$ cat src/rtl/xpt2046_touch_reader.sv
`timescale 1ns / 1ps
// XPT2046 touch reader: debounces PENIRQ, reads raw 12-bit X/Y over mode-0 SPI while the pen
// is down, and presents the last accepted coordinate pair plus a debounced touch level.
module xpt2046_touch_reader #(
    parameter int         CLK_DIV         = 1,
    parameter int         DEBOUNCE_CYCLES = 1000,
    parameter int         SAMPLE_INTERVAL = 5000,
    parameter logic [7:0] CMD_X           = 8'hD0,
    parameter logic [7:0] CMD_Y           = 8'h90
) (
    input  logic        clk,
    input  logic        reset,
    input  logic        pen_irq_n,
    input  logic        spi_miso,
    output logic        spi_sclk,
    output logic        spi_mosi,
    output logic        spi_cs_n,
    output logic [11:0] x_touch,
    output logic [11:0] y_touch,
    output logic        touch_input,
    output logic        sample_valid
);

    localparam int DBW = $clog2(DEBOUNCE_CYCLES + 1);
    localparam int SIW = $clog2(SAMPLE_INTERVAL + 1);

    localparam logic [7:0]     DIV_LAST = 8'(CLK_DIV - 1);
    localparam logic [8:0]     GAP_LAST = 9'(2 * CLK_DIV - 1);
    localparam logic [DBW-1:0] DEB_LAST = DBW'(DEBOUNCE_CYCLES - 1);
    localparam logic [SIW-1:0] INT_LAST = SIW'(SAMPLE_INTERVAL - 1);
    localparam logic [4:0]     LAST_BIT = 5'd23;

    typedef enum logic [2:0] {
        IDLE,
        CONV_X,
        CS_GAP,
        CONV_Y,
        UPDATE,
        HOLD
    } state_t;

    state_t state;
    state_t next_state;

    logic [DBW-1:0] deb_cnt;
    logic [DBW-1:0] rel_cnt;
    logic [SIW-1:0] int_cnt;
    logic [7:0]     div_cnt;
    logic           half;
    logic [4:0]     bit_cnt;
    logic [8:0]     gap_cnt;
    logic [11:0]    shift;
    logic [11:0]    x_raw;
    logic [7:0]     cmd_byte;

    logic in_conv;
    logic phase_end;
    logic sclk_rise;
    logic conv_done;
    logic gap_done;
    logic pressed;
    logic released;
    logic interval_done;

    assign in_conv       = (state == CONV_X) || (state == CONV_Y);
    assign phase_end     = in_conv && (div_cnt == DIV_LAST);
    assign sclk_rise     = phase_end && !half;
    assign conv_done     = phase_end && half && (bit_cnt == LAST_BIT);
    assign gap_done      = (state == CS_GAP) && (gap_cnt == GAP_LAST);
    assign pressed       = !pen_irq_n && (deb_cnt == DEB_LAST);
    assign released      = pen_irq_n && (rel_cnt == DEB_LAST);
    assign interval_done = (int_cnt == INT_LAST);

    always_ff @(posedge clk) begin
        if (reset) begin
            state <= IDLE;
        end else begin
            state <= next_state;
        end
    end

    always_comb begin
        next_state = state;
        case (state)
            IDLE: begin
                if (pressed) begin
                    next_state = CONV_X;
                end
            end
            CONV_X: begin
                if (conv_done) begin
                    next_state = CS_GAP;
                end
            end
            CS_GAP: begin
                if (gap_done) begin
                    next_state = CONV_Y;
                end
            end
            CONV_Y: begin
                if (conv_done) begin
                    next_state = UPDATE;
                end
            end
            UPDATE: begin
                next_state = HOLD;
            end
            HOLD: begin
                // A completed release wins over an interval that expires in the same cycle.
                if (released) begin
                    next_state = IDLE;
                end else if (interval_done && !pen_irq_n) begin
                    next_state = CONV_X;
                end
            end
            default: begin
                next_state = IDLE;
            end
        endcase
    end

    always_comb begin
        spi_cs_n = 1'b1;
        spi_sclk = 1'b0;
        spi_mosi = 1'b0;
        cmd_byte = (state == CONV_X) ? CMD_X : CMD_Y;
        if (in_conv) begin
            spi_cs_n = 1'b0;
            spi_sclk = half;
            if (bit_cnt < 5'd8) begin
                spi_mosi = cmd_byte[3'd7 - bit_cnt[2:0]];
            end
        end
    end

    // Press/release debounce and the inter-sample interval; all idle at zero outside their state.
    always_ff @(posedge clk) begin
        if (reset) begin
            deb_cnt <= '0;
            rel_cnt <= '0;
            int_cnt <= '0;
        end else begin
            if (state == IDLE && !pen_irq_n && !pressed) begin
                deb_cnt <= deb_cnt + 1'b1;
            end else begin
                deb_cnt <= '0;
            end

            if (state == HOLD && pen_irq_n && !released) begin
                rel_cnt <= rel_cnt + 1'b1;
            end else begin
                rel_cnt <= '0;
            end

            if (state == HOLD) begin
                if (!interval_done) begin
                    int_cnt <= int_cnt + 1'b1;
                end
            end else begin
                int_cnt <= '0;
            end
        end
    end

    always_ff @(posedge clk) begin
        if (reset || !in_conv) begin
            div_cnt <= '0;
            half    <= 1'b0;
            bit_cnt <= '0;
        end else if (phase_end) begin
            div_cnt <= '0;
            half    <= !half;
            if (half) begin
                bit_cnt <= bit_cnt + 1'b1;
            end
        end else begin
            div_cnt <= div_cnt + 1'b1;
        end
    end

    always_ff @(posedge clk) begin
        if (reset || state != CS_GAP) begin
            gap_cnt <= '0;
        end else begin
            gap_cnt <= gap_cnt + 1'b1;
        end
    end

    // Only the 12 data slots (bits 9..20) are kept; BUSY and the trailing zeros never matter.
    always_ff @(posedge clk) begin
        if (reset) begin
            shift <= '0;
            x_raw <= '0;
        end else begin
            if (sclk_rise && bit_cnt >= 5'd9 && bit_cnt <= 5'd20) begin
                shift <= {shift[10:0], spi_miso};
            end
            if (state == CONV_X && conv_done) begin
                x_raw <= shift;
            end
        end
    end

    always_ff @(posedge clk) begin
        if (reset) begin
            x_touch      <= '0;
            y_touch      <= '0;
            touch_input  <= 1'b0;
            sample_valid <= 1'b0;
        end else begin
            sample_valid <= 1'b0;
            if (state == UPDATE && !pen_irq_n) begin
                x_touch      <= x_raw;
                y_touch      <= shift;
                touch_input  <= 1'b1;
                sample_valid <= 1'b1;
            end else if ((state == HOLD && released) || state == IDLE) begin
                touch_input <= 1'b0;
            end
        end
    end

endmodule
$ cat config.mk
export PLATFORM = sky130hd
export DESIGN_NAME = xpt2046_touch_reader
export DESIGN_NICKNAME = d
export VERILOG_FILES = /design/src/rtl/xpt2046_touch_reader.sv
export SDC_FILE = /design/constraint.sdc
export NUM_CORES = 1
export LEC_CHECK = 0
export BUFFER_PORTS_ARGS = -buffer_cell sky130_fd_sc_hd__buf_2
export CAP_MARGIN = 20
export CORE_ASPECT_RATIO = 1.2
export CORE_MARGIN = 1.5
export CORE_UTILIZATION = 46
export CTS_CLUSTER_DIAMETER = 30
export DETAILED_ROUTE_END_ITERATION = 6
export HOLD_SLACK_MARGIN = 0.03
export SLEW_MARGIN = 5
export SYNTH_ARGS = -nofsm -noshare
export SYNTH_HDL_FRONTEND = slang
export SYNTH_SLANG_ARGS = --single-unit
$ cat constraint.sdc
create_clock -name clk -period 3.1 [get_ports clk]
set_clock_uncertainty 0.05 [all_clocks]
set_input_delay 0.62 -clock clk [delete_from_list [all_inputs] [get_ports clk]]
set_output_delay 0.62 -clock clk [all_outputs]
set_load 0.03 [all_outputs]
== Word-level counts from Yosys, hierarchy flattened ==
Cells that the tools add are included.
Storage, ports and cells
  register bits: 109
Operators by class
  $lt $le $gt $ge: 4
  $add $sub $neg: 7
  multiplexer cells: 17
  equal/unequal tests: 16
  reductions and logical operators: 35
  bitwise logic cells: 3
Operators with widths (count)
  adder 10 x 1 -> 10 bit (second input constant): 2
  == test 10 bit (second input constant): 2
  two-way mux 3 bit: 6
  one-hot mux 3 bit (6 select lines): 1
  logical AND 1 bit: 17
  adder 13 x 1 -> 13 bit (second input constant): 1
  == test 13 bit (second input constant): 1
  adder 9 x 1 -> 9 bit (second input constant): 1
  == test 9 x 1 -> 1 bit (second input constant): 1
  adder 8 x 1 -> 8 bit (second input constant): 1
  logical NOT 8 bit: 1
  two-way mux 1 bit: 8
  inequality test 2 bit (second input constant): 4
  OR reduction 2 bit: 4
  two-way mux 7 bit: 1
  == test 3 x 2 -> 1 bit (second input constant): 2
  == test 3 bit (second input constant): 2
  adder 5 x 1 -> 5 bit (second input constant): 1
  == test 5 bit (second input constant): 1
  greater-or-equal comparator 5 x 4 -> 1 bit (second input constant): 1
  <= comparator 5 bit (second input constant): 1
  logical NOT 1 bit: 5
  < comparator 5 x 4 -> 1 bit (second input constant): 1
  AND reduction 5 bit: 1
  other kinds (11): 16

== Depth between registers and ports, before layout ==
Gate-level depths: netlist of run 1.
  depth in word-level cells: 7
  gate-level depth with buffers: 9
  gate-level depth less buffers: 6

== Worst setup path after synthesis of run 1 ==
Ideal clock, no wire load.
  kind: flip-flop to flip-flop
  from: reg div_cnt[0]
  to: reg x_raw[10]
  path buffers: 3
  data arrival time: 2035 ps
  stages on the path, launching flop included: 10
  slack: 896 ps
  required time: 2930 ps
  cells stage by stage: dfxtp_1 -> inv_1 -> ha_1 -> or3b_2 -> clkbuf_1 -> or2_4 -> or3_1 -> buf_2 -> buf_6 -> mux2i_1
On the way
  word-level cells in the longest chain between the ends: 5
RTL lines
  start, declared: RTL line 48  | logic [7:0] div_cnt;
  start signal, assigned: RTL line 177  | div_cnt <= div_cnt + 1'b1;
  logical NOT 8 bit: RTL line 66  | assign phase_end = in_conv && (div_cnt == DIV_LAST);
  logical AND 1 bit: RTL line 66
  logical AND 1 bit (2 in a row): RTL line 68  | assign conv_done = phase_end && half && (bit_cnt == LAST_BIT);
  logical AND 1 bit: RTL line 198  | if (state == CONV_X && conv_done) begin
  end signal, assigned: RTL line 199  | x_raw <= shift;
  end, declared: RTL line 53  | logic [11:0] x_raw;
Every way passes these cells.
A chain may end at the register's enable or synchronous reset.

== Final worst setup path of run 1 ==
  from: reg state[0]
  to: out spi_sclk
On the way
  word-level cells in the longest chain between the ends: 3
  elaborated cells on any way between the ends: 4
  classes of those cells: eq/ne (2); mux (1); reduce/logical (1)
RTL lines
  start, declared: RTL line 42  | state_t state;
  start signal, assigned: RTL line 78  | state <= next_state;
  == test 3 x 1 -> 1 bit / == test 3 x 2 -> 1 bit (equally long branches): RTL line 65  | assign in_conv = (state == CONV_X) || (state == CONV_Y);
  logical OR 1 bit (*): RTL line 65
  two-way mux 1 bit (*): RTL line 127  | if (in_conv) begin
  end, declared: RTL line 15  | output logic spi_sclk,
Mark *: on every way between the ends. The rest lies on a longest branch, timed or not.

==> metrics, run 1 <==
status=finished, final reports clean; Worst path max stage delay=between 0.5 and 0.6 ns; die area=10400 sq um; cells after synthesis=between 500 and 600; Worst EP arrival=between 1.5 and 2 ns; Clock Latency Late Sink=between 0.3 and 0.4 ns; WL/cell=roughly 13 microns; GR Layer Usage met1=a little over a fifth; Routability Congestion=about 0.82; Synth area leader=dfxtp_1; sw power=~0.56 mW; IO Port Bufs=32; Flop pwr share=55.2%; Max Fclk=0.396 GHz; pwr dens=504 nW/um^2; grt peak-use layer=met2; top cell type's share of synthesized area=48.4%; core area=between 9000 and 10000 sq um; DRC=0; Comb power frac=under 10%; drt initial violations=88; largest net degree at the start of global routing=56; gr usage total=about 17%; Setup violations, final=0; CTS sink cnt=~110; crit start category=flop; measured slew at the worst slew-check pin=0.842 ns; DP HPWL=approximately 6000 microns; die height=between 100 and 150 microns; Clk pwr share=between 40% and 50%; syn_nets=approximately 520; RSZ-0062 raised after global routing=no; TritonCTS clock tree=done; # nets final=538; max-cap viol count=0; total power draw=approximately 2.5 mW; post-cts sizing count=0; root buf cell=clkbuf_16; initial antenna violation count=0; Post-Syn Area=~4500 sq um; total number of vias=between 3000 and 4000; final hold vios=0; EDFF count, synth=0; post-synthesis sequential element count=between 100 and 150; r2r setup slk=~0.72 ns; Mean Syn Cell Area=8.96 sq um; async set or reset register ratio after synthesis=0%; cells along the critical path=nor2b_1 -> clkinv_1 -> nor2_1 -> buf_2; Crit path required time=roughly 2.4 ns; post-place setup slack=0.726 ns; Tightest Hold Check Type=flop to flop; clock-pin slew on the worst setup and hold paths=0.08 ns; multiplexer share of the synthesized area=5.55%; met3 Use GR=3.55%; Post-Synth Simple-Gate Area=between 20% and 30%; Max Root-Sink Buffers=2; Netlist cell types=46; Post-Synth Adder-Cell Area=between 2 and 2.5%; dominant combinational cell family by area after synthesis=simple AND/OR/NAND/NOR gates; die width=93.3 microns; sequential cell area fraction in the yosys report=between 40% and 50%; period utilization=81.5%; GRT Residual Overflow=0; drt total wl=about 8400 microns; post-synthesis compound-gate area fraction=under 10%; setup TNS=0 ns; Worst path slowest cell=dfxtp_1; Setup Buffers After CTS=0; synth warn=0; Hold Buf Count CTS=0; P&R area growth vs syn=11.9%; Sw Ratio=between 20 and 25%; Initial Util=a little under half; worst-path maximum fanout=11; Post-Place Cells=around 640; Synth Area in XOR/XNOR=roughly 8%; top post-synthesis cells by area=dfxtp_1, mux2i_1, nand2_1, nor2_1, xnor2_1; peak supply drop=~250 uV; Tmin final=2.53 ns; FP Rows=39; Slew HR=between 40% and 50%; crit path kind=flop to primary output; ANT nets after route=0; cts bufs inserted=9; global-route wire length before repair=~15000 microns; antenna fix cells=0; grt met2 use=29.9%; fraction of layout instances using a drive strength above 1=about an eighth; vias in the first global route=~3300; Pins Over Slew Limit=0; Ports=33; leakage=1.82 nW; H-Tree Depth=3; via/cell ratio=5.15; Setup crit end kind=primary output; top_reg_cell synth=dfxtp_1; Worst Hold Slack=0.403 ns; fin worst setup slack=about 0.57 ns; Layout Cells excl Fill=~650; internal power=1.98 mW; Initial DRT Pass Iterations=4
==> sequential cells by signal (all words and copies together), names as in the netlist <==
register / cells
x_raw: 12
deb_cnt: 10
touch_input: 1
shift: 12
state: 3
gap_cnt: 9
y_touch: 12
int_cnt: 13
div_cnt: 8
x_touch: 12
bit_cnt: 5
sample_valid: 1
rel_cnt: 10
half: 1
==> metrics by stage <==
stage	area, sq um	utilization, %
floorplan	4510	-
global placement	4750	49.9
detailed placement	4750	49.9
CTS	5040	53.0
global route	5040	53.0
finish	5040	53.0
==> cell usage after synthesis, types with 2 or more instances <==
master,n
or3_1,6
buf_2,2
nand4_1,9
a21oi_1,34
xnor2_1,24
or3b_2,2
and2_1,2
nor2_1,58
and4_1,4
clkbuf_1,21
and3_1,5
or4b_2,2
nand2_1,66
or2_2,2
inv_1,11
nand2b_1,29
dfxtp_1,109
o21ai_0,5
xor2_1,17
ha_1,9
or4_1,3
nor2b_1,3
mux2i_1,25
a31o_2,2
nor3_1,12
nor4_1,7
nand3_1,15
==> worst paths after layout <==
check	start	to	depth (start not counted)
min	x_touch[6]	x_touch[6]	2
min reg2reg	x_touch[6]	x_touch[6]	2
max reg2reg	div_cnt[0]	x_raw[11]	6
max	state[0]	spi_sclk	4
==> cells by family (layout without fill, tap and decap cells) <==
family / after synthesis / after routing
AND/OR/NAND/NOR: 233 / 233
flip-flops: 109 / 109
AO/OA/AOI/OAI: 49 / 49
XOR/XNOR: 41 / 41
buffers and inverters: 37 / 64
multiplexers: 25 / 25
adder cells (fa/ha/maj): 9 / 9
==> cell usage in the layout (no fill, tap or decap), types with 3 or more instances in the layout <==
master	n
a21oi_1	34
nand4_1	9
nor2_1	58
inv_6	3
and3_1	5
o21ai_0	5
or3_1	6
dfxtp_1	109
xnor2_1	24
nand2_1	66
inv_1	11
xor2_1	17
buf_2	32
nor4_1	7
clkbuf_16	9
nor2b_1	3
nand3_1	15
nand2b_1	29
and4_1	4
buf_4	4
nor3_1	12
mux2i_1	25
or4_1	3
ha_1	9
==> power groups by stage <==
stage          sequential [mW]  clock (mW)  combinational [mW]
2_1_floorplan             1.43           0              0.0195
3_3_place_gp              1.43           0              0.0263
3_5_place_dp              1.43           0              0.0266
4_1_cts                   1.40        1.14              0.0266
5_1_grt                   1.40        1.21              0.0293
6_report                  1.40        1.11              0.0267
==> layout make-up <==
cell class / count / area (sq um)
Clock buffer: 9 / 225
Clock inverter: 7 / 65.1
Fill cell: 912 / 4470
Inverter: 12 / 45.0
Multi-Input combinational cell: 357 / 2180
Sequential cell: 109 / 2180
Tap cell: 123 / 154
Timing Repair Buffer: 36 / 190
==> per-layer routing <==
layer / wire, microns / vias up
met5: 0 / -
met4: 126 / 0
met3: 242 / 11
met2: 4150 / 42
met1: 3860 / 1568
li1: - / 1744
==> worst max-delay path, delay by kind of cell (launching register included) <==
family	cells	cell delay (ns)
simple gates	2	0.48
buf+inv	2	0.51
flops	1	0.53
No activity file was read; power rests on OpenSTA's default activity.
==> run 2, diff against run 1 <==
clock period = 2.5 ns   (was 3.1 ns; I/O delays follow)
==> run 2 against run 1 <==
  * Combinational power grew 21%
  * First-iteration DRC count increased by 51%
  * Final area up 0.67%
  * Clock power rose by 25%
  * Final cell count up 0.61%
  * Non-clock buffer count is 4 higher
  * Via count about the same
  * Critical path type is now flop to flop
  * Highest routed layer unchanged
==> metrics, run 2 (synthesis results as in run 1) <==
status=finished, final reports clean; Max Fclk=between 0.4 and 0.5 GHz; peak supply drop=between 300 and 400 uV; crit path kind=flop to flop; Finished Cell Area=5070 sq um; most common cell after layout, fill and taps aside=dfxtp_1; antenna fix cells=0; crit start category=flop; max-cap viol count=0; Comb power frac=1.0%; leakage=between 1.5 and 2 nW; Slew HR=around two thirds; Hold Startpoint=reset; Ports=33; die height=around 110 microns; fraction of layout instances using a drive strength above 1=about an eighth; Worst path slowest cell=or3b_2; Initial DRT Pass Iterations=4; worst path bufs/invs=2; P&R area growth vs syn=12.6%; Tmin final=between 2 and 2.5 ns; number of flip-flops in the largest register=13; ANT nets after route=0; total power draw=3.16 mW; gr usage total=between 10% and 20%; Tightest Hold Check Type=input port to flop; reg2reg start=div_cnt[0]; internal power=2.47 mW; global-route wire length before repair=14400 microns; vias in the first global route=~3200; Hold Buf Count CTS=0; Post-Place Cells=roughly 640; TritonCTS clock tree=done; die width=about 93 microns; measured slew at the worst slew-check pin=about 0.52 ns; Pins Over Slew Limit=0; die area=about 10000 sq um; Routability Congestion=0.835; largest net degree at the start of global routing=between 50 and 60; Flop pwr share=54.9%; pwr dens=a little over 600 nW/um^2; worst-path maximum fanout=12; H-Tree Depth=3; IO Port Bufs=32; initial antenna violation count=0; Worst EP arrival=2.39 ns; Layout Cells excl Fill=657; total number of vias=between 3000 and 4000; final hold vios=0; Core Util, Final=between 50% and 60%; fillers=roughly 890; FP Rows=39; Sw Ratio=a little over a fifth; Setup crit end kind=flop; Crit path required time=roughly 2.7 ns; RSZ-0062 raised after global routing=no; DRC=0; Biggest register=int_cnt; CP top delay family=simple AND/OR/NAND/NOR gates; GRT Residual Overflow=0; Worst path max stage delay=0.51 ns; most frequent cells in the layout=dfxtp_1, nand2_1, nor2_1; Area after DPL=~4800 sq um; Clk pwr share=a little over two fifths; WL/cell=12.9 microns; Setup Buffers After CTS=0; fin worst setup slack=0.299 ns; Max Root-Sink Buffers=2; clock-pin slew on the worst setup and hold paths=~0.07 ns; CTS sink cnt=109; Initial Util=a little under half; Setup violations, final=0; DP HPWL=just under 6000 microns; period utilization=between 80 and 90%; Worst Hold Slack=around 0.35 ns; sw power=0.691 mW; Clock Latency Late Sink=approximately 0.36 ns; # nets final=~540; Setup crit start=div_cnt[0]; core area=9520 sq um; via/cell ratio=a little over 5; root buf cell=clkbuf_16; cells along the critical path=inv_1 -> ha_1 -> or3b_2 -> or2_4 -> or3_1 -> buf_4 -> mux2i_1; drt total wl=8480 microns; drt initial violations=about 130; post-place setup slack=about 0.29 ns; setup TNS=0 ns; cts bufs inserted=9; post-cts sizing count=0
## run 2: cell types whose count changed in the layout (fill, tap and decap cells not counted)
cell	previous run	this run
buf_4	4	8
clkbuf_8	0	1
clkinv_1	1	0
clkinvlp_4	1	2
inv_2	0	1
inv_6	3	1
## run 2: final cells by class
type	instances	area (sq um)	area share, %
multi-input combinational	357	2180	42.9
clock buffer	10	239	4.71
clock inverter	6	55.1	1.08
sequential	109	2180	43.0
timing repair buffer	40	220	4.34
tap	123	154	3.03
inverter	12	45.0	0.888
## run 2: worst reg2reg max path, cell delays in order (launching register included)
cell     delay [ns]
dfxtp_1        0.34
inv_1          0.07
ha_1           0.13
or3b_2         0.51
or2_4          0.29
or3_1          0.35
buf_4          0.21
mux2i_1        0.14
## run 2: final timing paths
| check | cells after the start | slack (ns) | endpoint |
|---|---|---|---|
| max reg2reg | 7 | 0.30 | x_raw[8] |
| min | 2 | 0.35 | touch_input |
| min reg2reg | 1 | 0.40 | deb_cnt[0] |
| max | 7 | 0.30 | x_raw[8] |
## run 2: metal layers
metal	wire length, microns	global-route usage [%]	up-vias
met4	172	6.67	0
met2	4200	29.4	50
met3	333	5.12	11
li1	-	-	1744
met5	0	0	-
met1	3780	20.0	1561
## run 2: power groups by stage
stage	Sequential, mW	Combinational (mW)	Clock, mW
after global routing	1.74	0.0358	1.51
after detailed placement	1.78	0.0325	0
after floorplan	1.78	0.0242	0
after CTS	1.74	0.0326	1.43
after global placement	1.78	0.0327	0
final	1.74	0.0322	1.39
